## src/rtl/serial_pkg.sv

```systemverilog
// Shared definitions for the serial IO device (transmit and receive paths).
// Holds the transmitter FSM state type, the default bit period and the data width.
// No ports; imported by baud_tick_gen and uart_tx.
package serial_pkg;

    typedef enum logic [1:0] {
        IDLE  = 2'd0,
        START = 2'd1,
        DATA  = 2'd2,
        STOP  = 2'd3
    } uart_tx_state_t;

    // 100 MHz core clock / 115200 baud
    localparam int unsigned DEFAULT_CLKS_PER_BIT = 868;
    localparam int unsigned UART_DATA_BITS       = 8;

endpackage

```

## src/rtl/baud_tick_gen.sv

```systemverilog
// Bit-period wrap counter: counts 0..CLKS_PER_BIT-1 and flags the last cycle of each bit.
// Ports: clk, rst (sync, active-high), clear (forces count to 0 on the next edge),
//        tick (combinational, high while count == CLKS_PER_BIT-1).
module baud_tick_gen
    import serial_pkg::*;
#(
    parameter int unsigned CLKS_PER_BIT = DEFAULT_CLKS_PER_BIT
) (
    input  logic clk,
    input  logic rst,
    input  logic clear,
    output logic tick
);

    localparam int unsigned            CNT_W = $clog2(CLKS_PER_BIT);
    localparam logic [CNT_W-1:0]       LAST  = CNT_W'(CLKS_PER_BIT - 1);

    logic [CNT_W-1:0] cnt_q;
    logic [CNT_W-1:0] cnt_d;

    assign tick = (cnt_q == LAST);

    always_comb begin
        cnt_d = cnt_q + CNT_W'(1);
        if (clear || tick) begin
            cnt_d = '0;
        end
    end

    always_ff @(posedge clk) begin
        if (rst) begin
            cnt_q <= '0;
        end else begin
            cnt_q <= cnt_d;
        end
    end

endmodule

```

## src/rtl/uart_tx.sv

```systemverilog
// 8N1 UART transmitter: one byte per valid/ready handshake, shifted out LSB first on txd.
// Ports: clk, rst (sync, active-high), tx_data/tx_valid/tx_ready byte handshake,
//        txd serial line (idle high), busy (frame in progress). All outputs registered.
module uart_tx
    import serial_pkg::*;
#(
    parameter int unsigned CLKS_PER_BIT = DEFAULT_CLKS_PER_BIT
) (
    input  logic                      clk,
    input  logic                      rst,
    input  logic [UART_DATA_BITS-1:0] tx_data,
    input  logic                      tx_valid,
    output logic                      tx_ready,
    output logic                      txd,
    output logic                      busy
);

    localparam logic [2:0] LAST_BIT = 3'(UART_DATA_BITS - 1);

    uart_tx_state_t            state_q, state_d;
    logic [UART_DATA_BITS-1:0] shift_q, shift_d;
    logic [2:0]                bit_idx_q, bit_idx_d;
    logic                      txd_q, txd_d;
    logic                      tx_ready_q, tx_ready_d;
    logic                      busy_q, busy_d;
    logic                      tick;
    logic                      accept;

    // Holding the counter cleared while idle makes the first bit period start
    // exactly at the accept edge, so every bit is a full CLKS_PER_BIT long.
    baud_tick_gen #(
        .CLKS_PER_BIT(CLKS_PER_BIT)
    ) u_baud (
        .clk  (clk),
        .rst  (rst),
        .clear(state_q == IDLE),
        .tick (tick)
    );

    assign accept = (state_q == IDLE) && tx_valid && tx_ready_q;

    always_comb begin
        state_d    = state_q;
        shift_d    = shift_q;
        bit_idx_d  = bit_idx_q;
        txd_d      = txd_q;
        tx_ready_d = tx_ready_q;
        busy_d     = busy_q;

        unique case (state_q)
            IDLE: begin
                txd_d      = 1'b1;
                tx_ready_d = 1'b1;
                busy_d     = 1'b0;
                if (accept) begin
                    state_d    = START;
                    shift_d    = tx_data;
                    bit_idx_d  = '0;
                    txd_d      = 1'b0;
                    tx_ready_d = 1'b0;
                    busy_d     = 1'b1;
                end
            end
            START: begin
                if (tick) begin
                    state_d = DATA;
                    txd_d   = shift_q[0];
                end
            end
            DATA: begin
                if (tick) begin
                    shift_d   = shift_q >> 1;
                    bit_idx_d = bit_idx_q + 3'd1;
                    if (bit_idx_q == LAST_BIT) begin
                        state_d = STOP;
                        txd_d   = 1'b1;
                    end else begin
                        // Registered txd must already show the bit that the shift exposes.
                        txd_d = shift_q[1];
                    end
                end
            end
            STOP: begin
                txd_d = 1'b1;
                if (tick) begin
                    state_d    = IDLE;
                    tx_ready_d = 1'b1;
                    busy_d     = 1'b0;
                end
            end
            default: begin
                state_d = IDLE;
            end
        endcase
    end

    always_ff @(posedge clk) begin
        if (rst) begin
            state_q    <= IDLE;
            shift_q    <= '0;
            bit_idx_q  <= '0;
            txd_q      <= 1'b1;
            tx_ready_q <= 1'b0;
            busy_q     <= 1'b0;
        end else begin
            state_q    <= state_d;
            shift_q    <= shift_d;
            bit_idx_q  <= bit_idx_d;
            txd_q      <= txd_d;
            tx_ready_q <= tx_ready_d;
            busy_q     <= busy_d;
        end
    end

    assign tx_ready = tx_ready_q;
    assign txd      = txd_q;
    assign busy     = busy_q;

endmodule

```

## config.mk

```make
export PLATFORM = sky130hd
export DESIGN_NAME = uart_tx
export DESIGN_NICKNAME = d
export VERILOG_FILES = /design/src/rtl/serial_pkg.sv /design/src/rtl/baud_tick_gen.sv /design/src/rtl/uart_tx.sv
export SDC_FILE = /design/constraint.sdc
export NUM_CORES = 1
export LEC_CHECK = 0
export ABC_AREA = 1
export CAP_MARGIN = 0
export CORE_ASPECT_RATIO = 0.7
export CORE_MARGIN = 8
export CORE_UTILIZATION = 45
export DETAILED_ROUTE_END_ITERATION = 7
export PLACE_DENSITY = 0.65
export SLEW_MARGIN = 40
export SYNTH_ARGS = -nofsm -noshare
export SYNTH_HDL_FRONTEND = slang
export SYNTH_SLANG_ARGS = --single-unit
```

## constraint.sdc

```tcl
create_clock -name clk -period 1.95 [get_ports clk]
set_clock_uncertainty 0.1 [all_clocks]
set_input_delay 0.195 -clock clk [delete_from_list [all_inputs] [get_ports clk]]
set_output_delay 0.195 -clock clk [all_outputs]
set_load 0.1 [all_outputs]
```

==> impl_metrics.env, run 1 <==
export IMPL_die_width_um=82.6
export IMPL_min_period_ps=1720
export IMPL_multi_input_area_um2=753
export IMPL_fillerInstances=305
export IMPL_worstPathRequired_ps=2020
export IMPL_cts_htree_levels=1
export IMPL_postCtsHoldBufs=0
export IMPL_fin_nets=218
export IMPL_rsz0062_at_grt="false"
export IMPL_ir_drop_mv=0.656
export IMPL_grt_first_pass_wirelength_mm=4.87
export IMPL_clkPwrFrac_pct=15.2
export IMPL_synth_area_um2=1400
export IMPL_synthesis_nets=202
export IMPL_intPower_mw=1.30
export IMPL_synth_cells=184
export IMPL_syn_area_per_cell_um2=7.59
export IMPL_power_density_nw_per_um2=1470
export IMPL_ys_warn_count=0
export IMPL_fin_util_pct=52.3
export IMPL_routedWlPerCell_um=11.6
export IMPL_antenna_found_initial=0
export IMPL_post_cts_resized=0
export IMPL_cts_root_buf="clkbuf_8"
export IMPL_cp_data_arrival_time_ps=1790
export IMPL_postRouteAntennaNets=0
export IMPL_ff_latch_area_um2=522
export IMPL_clock_sinks=26
export IMPL_viasPerCell=5.03
export IMPL_crit_type="flip-flop to flip-flop"
export IMPL_outcome="finished clean"
export IMPL_area_growth_pct=14.7
export IMPL_hp_class="flip-flop to flip-flop"
export IMPL_grt_ovfl_total=0
export IMPL_netlist_area_leader_share_pct=37.3
export IMPL_setup_violations=0
export IMPL_synth_seq_area_share_pct=37.3
export IMPL_timing_fmax_mhz=583
export IMPL_slew_headroom_pct=73.3
export IMPL_p_sw_mw=1.05
export IMPL_fin_setup_tns_ps=0
export IMPL_place_gp_congestion=0.787
export IMPL_first_pass_iters=4
export IMPL_grt_pass1_vias=1098
export IMPL_hpwl_mm=2.06
export IMPL_io_pins=14
export IMPL_cts_setup_buffers=0
export IMPL_core_area_um2=3060
export IMPL_end_kind="flip-flop"
export IMPL_final_period_utilization_pct=88.0
export IMPL_numCtsBuffers=3
export IMPL_num_rows=17
export IMPL_synth_cell_types=26
export IMPL_yosysTopAreaCell="dfxtp_1"
export IMPL_diodes=0
export IMPL_drc=0
export IMPL_slew_viol_final=0
export IMPL_p_comb_share_pct=52.7
export IMPL_vias=1191
export IMPL_portBuffers=13
export IMPL_worst_slew_pin_slew_ps=397
export IMPL_reg2reg_slack_ps=230
export IMPL_cts_max_path_buffers=2
export IMPL_synthTopCellsByArea="dfxtp_1 37%, nand2_1 10%, a21oi_1 6.8%"
export IMPL_grt_util_all_layers_pct=11.5
export IMPL_fp_dieH_um=62.6
export IMPL_cts_tree="built"
export IMPL_drive_above_1_share_pct=11.6
export IMPL_p_leak_nw=0.655
export IMPL_pwr_share_seq_pct=32.1
export IMPL_maxCapViolations=0
export IMPL_die_area_um2=5170
export IMPL_ys_ff_latch=26
export IMPL_final_hold_viol_count=0
export IMPL_grt_max_degree=20
export IMPL_critPathMaxFanout=16
export IMPL_critPathLaunchType="flip-flop"
export IMPL_routed_wl_mm=2.75
export IMPL_path_clk_slew_ps=90
export IMPL_initial_utilization_pct=45.6
export IMPL_switching_share_pct=44.8
export IMPL_insertion_delay_ps=280
export IMPL_drtIter0Drc=124
-- power by group through the flow --
stage | registers (mW) | logic [mW] | clock network (mW)
after CTS | 0.754 | 1.24 | 0.368
final | 0.754 | 1.24 | 0.357
after detailed placement | 0.766 | 1.24 | 0
after floorplan | 0.897 | 0.915 | 0
after global routing | 0.771 | 1.39 | 0.385
after global placement | 0.758 | 1.20 | 0
-- cell usage after synthesis (all sizes together) --
cell,n
nand2,41
nand3,22
nor3,1
nor2,22
nor3b,2
nand3b,1
xnor2,1
buf,4
mux2i,7
o21ai,3
nand4,3
clkbuf,1
a21oi,20
inv,21
dfxtp,26
or2,2
ha,7
-- critical path, cell delays in order, from the launching register on --
cell     delay, ps
dfxtp_1        390
inv_1           80
ha_1           270
nor2_1         260
a21oi_4         80
buf_4          200
a21oi_1        170
nor2_1          60
-- cell families after synthesis --
kind of cell | count (synthesis) | share of synthesized area (%)
simple gates | 94 | 32.7
buf+inv | 26 | 8.78
xor+xnor | 1 | 0.627
compound gates | 23 | 9.32
fa+ha+maj | 7 | 6.27
flops | 26 | 37.3
mux | 7 | 5.02
-- sequential cells by signal, indices dropped and copies added (netlist names) --
name	count
bit_idx_q	3
busy	1
shift_q	8
state_q	2
tx_ready	1
txd	1
u_baud.cnt_q	10
-- path summary, 6_finish.rpt --
check	startpoint	endpoint	depth (start not counted)
min reg2reg	u_baud.cnt_q[0]$_SDFF_PP0_	u_baud.cnt_q[0]$_SDFF_PP0_	1
max	state_q[0]$_SDFFE_PP0P_	shift_q[5]$_SDFFE_PP0P_	7
max reg2reg	state_q[0]$_SDFFE_PP0P_	shift_q[5]$_SDFFE_PP0P_	7
min	u_baud.cnt_q[0]$_SDFF_PP0_	u_baud.cnt_q[0]$_SDFF_PP0_	1
-- metrics by stage --
step	worst slack, ps	hold slack [ps]	instances	total power [mW]	area, µm²
floorplan	269	164	184	1.81	1400
global placement	312	330	233	1.96	1550
detailed placement	258	338	233	2.01	1550
CTS	248	356	237	2.36	1600
global route	134	387	237	2.55	1600
finish	235	354	237	2.35	1600
-- layout by cell type (no fill, tap or decap) --
cell type and count:
nand2_1 38, dfxtp_1 25, inv_1 21, nor2_1 21, a21oi_1 19, nand3_1 18
clkdlybuf4s50_1 10, mux2i_1 7, ha_1 7, buf_4 6, clkbuf_8 4, nand4_1 3
nand3_2 3, nand2_2 2, or2_2 2, o21ai_0 2, nor3b_1 2, nor2_2 1
nand3_4 1, nand2_8 1, a21oi_4 1, nor3_1 1, o21ai_2 1, nand3b_1 1
xnor2_1 1, dfxtp_2 1
-- per-layer routing --
| layer | global-route usage (%) | vias up | part of all wire (%) |
|---|---|---|---|
| met5 | 0 | - | 0 |
| met3 | 3.88 | 5 | 5.0 |
| met2 | 16.7 | 23 | 43 |
| li1 | - | 629 | - |
| met4 | 4.29 | 0 | 1.2 |
| met1 | 15.1 | 534 | 50 |
-- final cells by class --
| cell class | instances | area share [%] |
|---|---|---|
| sequential | 26 | 32.6 |
| tap | 38 | 2.97 |
| multi-input combinational | 132 | 47.0 |
| inverter | 21 | 4.92 |
| timing repair buffer | 16 | 9.06 |
| clock buffer | 4 | 3.44 |
(Power assumes the default switching activity.)
==> run 2: changes to the inputs <==
--- a/config.mk
+++ b/config.mk
@@ -11,7 +11,7 @@
 export CORE_MARGIN = 8
 export CORE_UTILIZATION = 45
 export DETAILED_ROUTE_END_ITERATION = 7
-export PLACE_DENSITY = 0.65
+export PLACE_DENSITY = 0.7
 export SLEW_MARGIN = 40
 export SYNTH_ARGS = -nofsm -noshare
 export SYNTH_HDL_FRONTEND = slang
==> run 2 against run 1 <==
Critical path depth unchanged. Sequential share of layout area down 0.40 points. Design area up 1.3%. Routed wire length shrank 1.3%. Setup slack better by 19 ps. Clock-buffer cell count did not move. Largest power group unchanged.
==> impl_metrics.env, run 2 (synthesis results as in run 1) <==
export IMPL_largest_registers="u_baud.cnt_q: 10 flops, shift_q: 8 flops, bit_idx_q: 3 flops"
export IMPL_top_register="u_baud.cnt_q"
export IMPL_postCtsHoldBufs=0
export IMPL_maxCapViolations=0
export IMPL_core_area_um2=3060
export IMPL_cts_root_buf="clkbuf_8"
export IMPL_insertion_delay_ps=270
export IMPL_die_width_um=82.6
export IMPL_outcome="finished clean"
export IMPL_whs_ps=360
export IMPL_fin_nets=219
export IMPL_slew_headroom_pct=70.6
export IMPL_routed_wl_mm=2.72
export IMPL_fp_dieH_um=62.6
export IMPL_drc=0
export IMPL_postLayoutCellArea_um2=1620
export IMPL_post_cts_resized=0
export IMPL_cts_setup_buffers=0
export IMPL_critPathMaxFanout=11
export IMPL_antenna_found_initial=0
export IMPL_clock_sinks=26
export IMPL_end_kind="flip-flop"
export IMPL_largest_register_ffs=10
export IMPL_met3_length_um=146
export IMPL_switching_share_pct=43.9
export IMPL_worst_slew_pin_slew_ps=437
export IMPL_top_layer="met4"
export IMPL_postRouteAntennaNets=0
export IMPL_die_area_um2=5170
export IMPL_routedWlPerCell_um=11.4
export IMPL_fin_ws_ps=253
export IMPL_cts_htree_levels=1
export IMPL_pre_cts_ws_ps=282
export IMPL_io_pins=14
export IMPL_path_clk_slew_ps=90
export IMPL_numCtsBuffers=3
export IMPL_most_common_layout_cells="38 x nand2_1, 25 x dfxtp_1, 21 x inv_1, 21 x nor2_1, 19 x a21oi_1"
export IMPL_setup_violations=0
export IMPL_grt_max_degree=20
export IMPL_met1_length_mm=1.37
export IMPL_portBuffers=13
export IMPL_fin_setup_tns_ps=0
export IMPL_grt_pass1_vias=1061
export IMPL_power_density_nw_per_um2=1480
export IMPL_p_sw_mw=1.05
export IMPL_worstPathRequired_ps=2020
export IMPL_critPathLaunchType="flip-flop"
export IMPL_pwr_share_seq_pct=31.2
export IMPL_slew_viol_final=0
export IMPL_final_period_utilization_pct=87.0
export IMPL_power_mw=2.40
export IMPL_cts_tree="built"
export IMPL_rsz0062_at_grt="false"
export IMPL_area_growth_pct=16.1
export IMPL_cts_max_path_buffers=2
export IMPL_timing_fmax_mhz=589
export IMPL_diodes=0
export IMPL_cpLargestDelayFamily="flip-flops"
export IMPL_placedInstanceArea_um2=1570
export IMPL_grt_ovfl_total=0
export IMPL_cpMaxStageDelayCell="dfxtp_1"
export IMPL_intPower_mw=1.35
export IMPL_p_leak_nw=0.664
export IMPL_p_comb_share_pct=54.3
export IMPL_crit_type="flip-flop to flip-flop"
export IMPL_initial_utilization_pct=45.6
export IMPL_vias=1170
export IMPL_mostFrequentLayoutCell="nand2_1"
export IMPL_place_gp_congestion=0.851
export IMPL_first_pass_iters=6
export IMPL_wl_met2_mm=1.17
export IMPL_crit_top_cell="nor2_1"
export IMPL_hp_class="flip-flop to flip-flop"
export IMPL_hpwl_mm=2.08
export IMPL_drtIter0Drc=72
export IMPL_slowest_delay_ps=380
export IMPL_worst_path_buf_inv=2
export IMPL_min_period_ps=1700
export IMPL_num_rows=17
export IMPL_ir_drop_mv=0.532
export IMPL_crit_chain="inv_1 > ha_1 > nor2_1 > a21oi_4 > buf_12 > a21oi_1 > nor2_1"
export IMPL_drive_above_1_share_pct=12.0
export IMPL_viasPerCell=4.92
export IMPL_grt_first_pass_wirelength_mm=4.59
export IMPL_cp_data_arrival_time_ps=1770
export IMPL_final_hold_viol_count=0
export IMPL_clkPwrFrac_pct=14.5
export IMPL_grt_util_all_layers_pct=11.0
## run 2: per-layer routing
| metal | vias up | track usage, % |
|---|---|---|
| met5 | - | 0 |
| met4 | 0 | 3.22 |
| met3 | 4 | 4.02 |
| met2 | 24 | 16.1 |
| met1 | 510 | 14.6 |
| li1 | 632 | - |
## run 2: path summary, 6_finish.rpt
kind	startpoint	to	slack, ps	cells past startpoint
min reg2reg	u_baud.cnt_q[0]$_SDFF_PP0_	u_baud.cnt_q[0]$_SDFF_PP0_	360	1
min	u_baud.cnt_q[0]$_SDFF_PP0_	u_baud.cnt_q[0]$_SDFF_PP0_	360	1
max reg2reg	state_q[0]$_SDFFE_PP0P_	shift_q[7]$_SDFFE_PP0P_	250	7
max	state_q[0]$_SDFFE_PP0P_	shift_q[7]$_SDFFE_PP0P_	250	7
## run 2: area by class of cell
type | instances | area, µm²
Clock buffer | 4 | 55.1
Inverter | 21 | 78.8
Sequential cell | 26 | 522
Tap cell | 38 | 47.5
Fill cell | 295 | 1440
Multi-Input combinational cell | 132 | 753
Timing Repair Buffer | 17 | 165
## run 2: worst register-to-register path, cell delays in order (launching register included)
cell and delay (ps):
dfxtp_1 380, inv_1 90, ha_1 270, nor2_1 270, a21oi_4 120, buf_12 160
a21oi_1 150, nor2_1 60
## run 2: power by group through the flow
stage | Combinational (mW) | Clock (mW) | Sequential [mW]
after detailed placement | 1.31 | 0 | 0.764
after floorplan | 0.915 | 0 | 0.897
after CTS | 1.31 | 0.362 | 0.753
after global placement | 1.27 | 0 | 0.756
final | 1.31 | 0.348 | 0.751
after global routing | 1.46 | 0.380 | 0.768
## run 2: stage by stage
step,instances,util (%)
floorplan,184,-
global placement,234,51.1
detailed placement,234,51.1
CTS,238,52.9
global route,238,52.9
finish,238,52.9
==> run 3: changes to the inputs <==
--- a/config.mk
+++ b/config.mk
@@ -5,13 +5,12 @@
 export SDC_FILE = /design/constraint.sdc
 export NUM_CORES = 1
 export LEC_CHECK = 0
-export ABC_AREA = 1
 export CAP_MARGIN = 0
 export CORE_ASPECT_RATIO = 0.7
 export CORE_MARGIN = 8
 export CORE_UTILIZATION = 45
 export DETAILED_ROUTE_END_ITERATION = 7
-export PLACE_DENSITY = 0.7
+export PLACE_DENSITY = 0.71
 export SLEW_MARGIN = 40
 export SYNTH_ARGS = -nofsm -noshare
 export SYNTH_HDL_FRONTEND = slang
==> run 3 against run 2 <==
Critical path depth decreased by 1. Register-to-register slack got worse by 140 ps. Clock-buffer cell count decreased by 1. Die area decreased by 1.6%. Combinational power decreased by 26%. Synthesized area decreased by 2.1%. Cell count decreased by 17%. Routed wire length increased by 5.6%. Sequential cell count unchanged. Critical path type unchanged. Largest cell class unchanged.
==> impl_metrics.env, run 3 <==
export IMPL_outcome="finished clean"
export IMPL_most_common_layout_cells="24 x dfxtp_1, 15 x a21oi_1, 14 x nor2_1"
export IMPL_grt_first_pass_wirelength_mm=4.80
export IMPL_cts_max_path_buffers=2
export IMPL_io_pins=14
export IMPL_num_rows=16
export IMPL_timing_fmax_mhz=545
export IMPL_die_width_um=81.9
export IMPL_die_area_um2=5090
export IMPL_clock_sinks=26
export IMPL_cts_htree_levels=1
export IMPL_pre_cts_ws_ps=-56.6
export IMPL_place_gp_congestion=0.850
export IMPL_grt_pass1_vias=1030
export IMPL_grt_util_all_layers_pct=11.7
export IMPL_setup_violations=0
export IMPL_ys_async_sr_fraction_pct=0
export IMPL_synthMuxAreaShare_pct=5.86
export IMPL_top_register="u_baud.cnt_q"
export IMPL_p_leak_nw=0.563
export IMPL_hp_class="flip-flop to flip-flop"
export IMPL_slew_headroom_pct=73.5
export IMPL_slew_viol_final=0
export IMPL_synthesis_nets=159
export IMPL_drtIter0Drc=52
export IMPL_hpwl_mm=2.20
export IMPL_synth_seq_area_share_pct=38.1
export IMPL_final_hold_viol_count=0
export IMPL_cp_data_arrival_time_ps=1920
export IMPL_diodes=0
export IMPL_ys_warn_count=0
export IMPL_insertion_delay_ps=270
export IMPL_power_mw=1.97
export IMPL_synthAdderAreaFrac_pct=6.40
export IMPL_end_kind="flip-flop"
export IMPL_cts_tree="built"
export IMPL_largest_register_ffs=10
export IMPL_grt_ovfl_total=0
export IMPL_synth_top_family_by_area="compound AO/OA/AOI/OAI gates"
export IMPL_yosysTopAreaCell="dfxtp_1"
export IMPL_synth_xor_area_share_pct=5.12
export IMPL_path_clk_slew_ps=80
export IMPL_syn_area_per_cell_um2=9.70
export IMPL_ys_ff_latch=26
export IMPL_routed_wl_mm=2.87
export IMPL_synth_common_cells="26 x dfxtp_1, 15 x a21oi_1, 14 x nor2_1"
export IMPL_synth_compound_area_share_pct=19.6
export IMPL_min_path_cells=2
export IMPL_synth_cells=141
export IMPL_viasPerCell=5.56
export IMPL_mostFrequentLayoutCell="dfxtp_1"
export IMPL_critPathLaunchType="flip-flop"
export IMPL_area_growth_pct=18.8
export IMPL_antenna_found_initial=0
export IMPL_cts_root_buf="clkbuf_8"
export IMPL_initial_utilization_pct=48.1
export IMPL_rsz0062_at_grt="false"
export IMPL_portBuffers=13
export IMPL_maxCapViolations=0
export IMPL_ys_flop_type="dfxtp_1"
export IMPL_synthTopCellsByArea="dfxtp_1 38%, ha_1 6.4%, mux2i_1 5.9%"
export IMPL_crit_type="flip-flop to flip-flop"
export IMPL_numCtsBuffers=3
export IMPL_synth_most_common_cell="dfxtp_1"
export IMPL_postRouteAntennaNets=0
export IMPL_netlist_area_leader_share_pct=38.1
export IMPL_power_density_nw_per_um2=1210
export IMPL_fin_ws_ps=116
export IMPL_routedWlPerCell_um=14.5
export IMPL_largest_registers="u_baud.cnt_q: 10 flops, shift_q: 8 flops, bit_idx_q: 3 flops"
export IMPL_reg2regPathDepth=6
export IMPL_vias=1100
export IMPL_fin_util_pct=57.2
export IMPL_final_period_utilization_pct=94.1
export IMPL_worstPathRequired_ps=2030
export IMPL_core_area_um2=2840
export IMPL_grt_max_degree=19
export IMPL_reg2reg_slack_ps=120
export IMPL_yosys_area_share_simple_pct=19.0
export IMPL_synth_edf_count=0
export IMPL_fp_dieH_um=62.1
export IMPL_min_period_ps=1830
export IMPL_ir_drop_mv=0.664
export IMPL_critPathMaxFanout=6
export IMPL_drc=0
export IMPL_synth_cell_types=40
export IMPL_first_pass_iters=4
export IMPL_synth_area_um2=1370
export IMPL_worst_slew_pin_slew_ps=396
export IMPL_fin_nets=182
export IMPL_drive_above_1_share_pct=20.4
## run 3: layer usage
layer	GRT usage (%)	vias to the layer above	share of wire, %
met5	0	-	0
met3	4.60	7	5.6
li1	-	560	-
met2	16.1	20	42
met1	16.1	513	50
met4	3.93	0	1.9
## run 3: layout make-up
cell class | count | area [µm²]
clock buffers | 3 | 41.3
fillers | 251 | 1220
inverters | 4 | 15.0
multi-input cells | 105 | 788
flip-flops and latches | 26 | 523
well taps | 36 | 45.0
repair buffers | 24 | 213
## run 3: path summary, 6_finish.rpt
check	from	to
worst max-delay path	u_baud.cnt_q[0]$_SDFF_PP0_	shift_q[0]$_SDFFE_PP0P_
worst max register to register	u_baud.cnt_q[0]$_SDFF_PP0_	shift_q[0]$_SDFFE_PP0P_
worst min register to register	busy$_SDFFE_PP0P_	busy$_SDFFE_PP0P_
worst min-delay path	busy$_SDFFE_PP0P_	busy$_SDFFE_PP0P_
## run 3: power breakdown
| part | total, mW | switching, mW | internal (mW) |
|---|---|---|---|
| sequential | 0.700 | 0.0668 | 0.633 |
| combinational | 0.965 | 0.579 | 0.386 |
| clock | 0.301 | 0.162 | 0.139 |
## run 3: kinds of logic after synthesis
group           Yosys count
compound gates           36
xor+xnor                  8
fa+ha+maj                 7
buf+inv                  10
flops                    26
mux                       8
simple gates             46
## run 3: repair_timing
action,4_1_cts,5_1_grt
endpoints found under the setup margin,7,22
setup buffers,2,0
hold endpoints to repair,0,0
pin swaps,1,3
hold buffers,0,0
gates resized for setup,1,8
## run 3: through the flow
step,hold WS (ps),setup TNS [ps],std cells,instance area [µm²]
after global routing,408,0,198,1630
after detailed placement,360,-173,193,1540
after CTS,372,0,198,1600
final,372,0,198,1630
after global placement,346,-44.1,193,1540
after floorplan,261,0,141,1370
## run 3: worst max-delay path, stage by stage, from the launching register on
cell,delay (ps)
dfxtp_1,350
ha_2,190
or3b_4,400
o31ai_4,240
buf_6,160
a21oi_1,60
a311oi_1,250
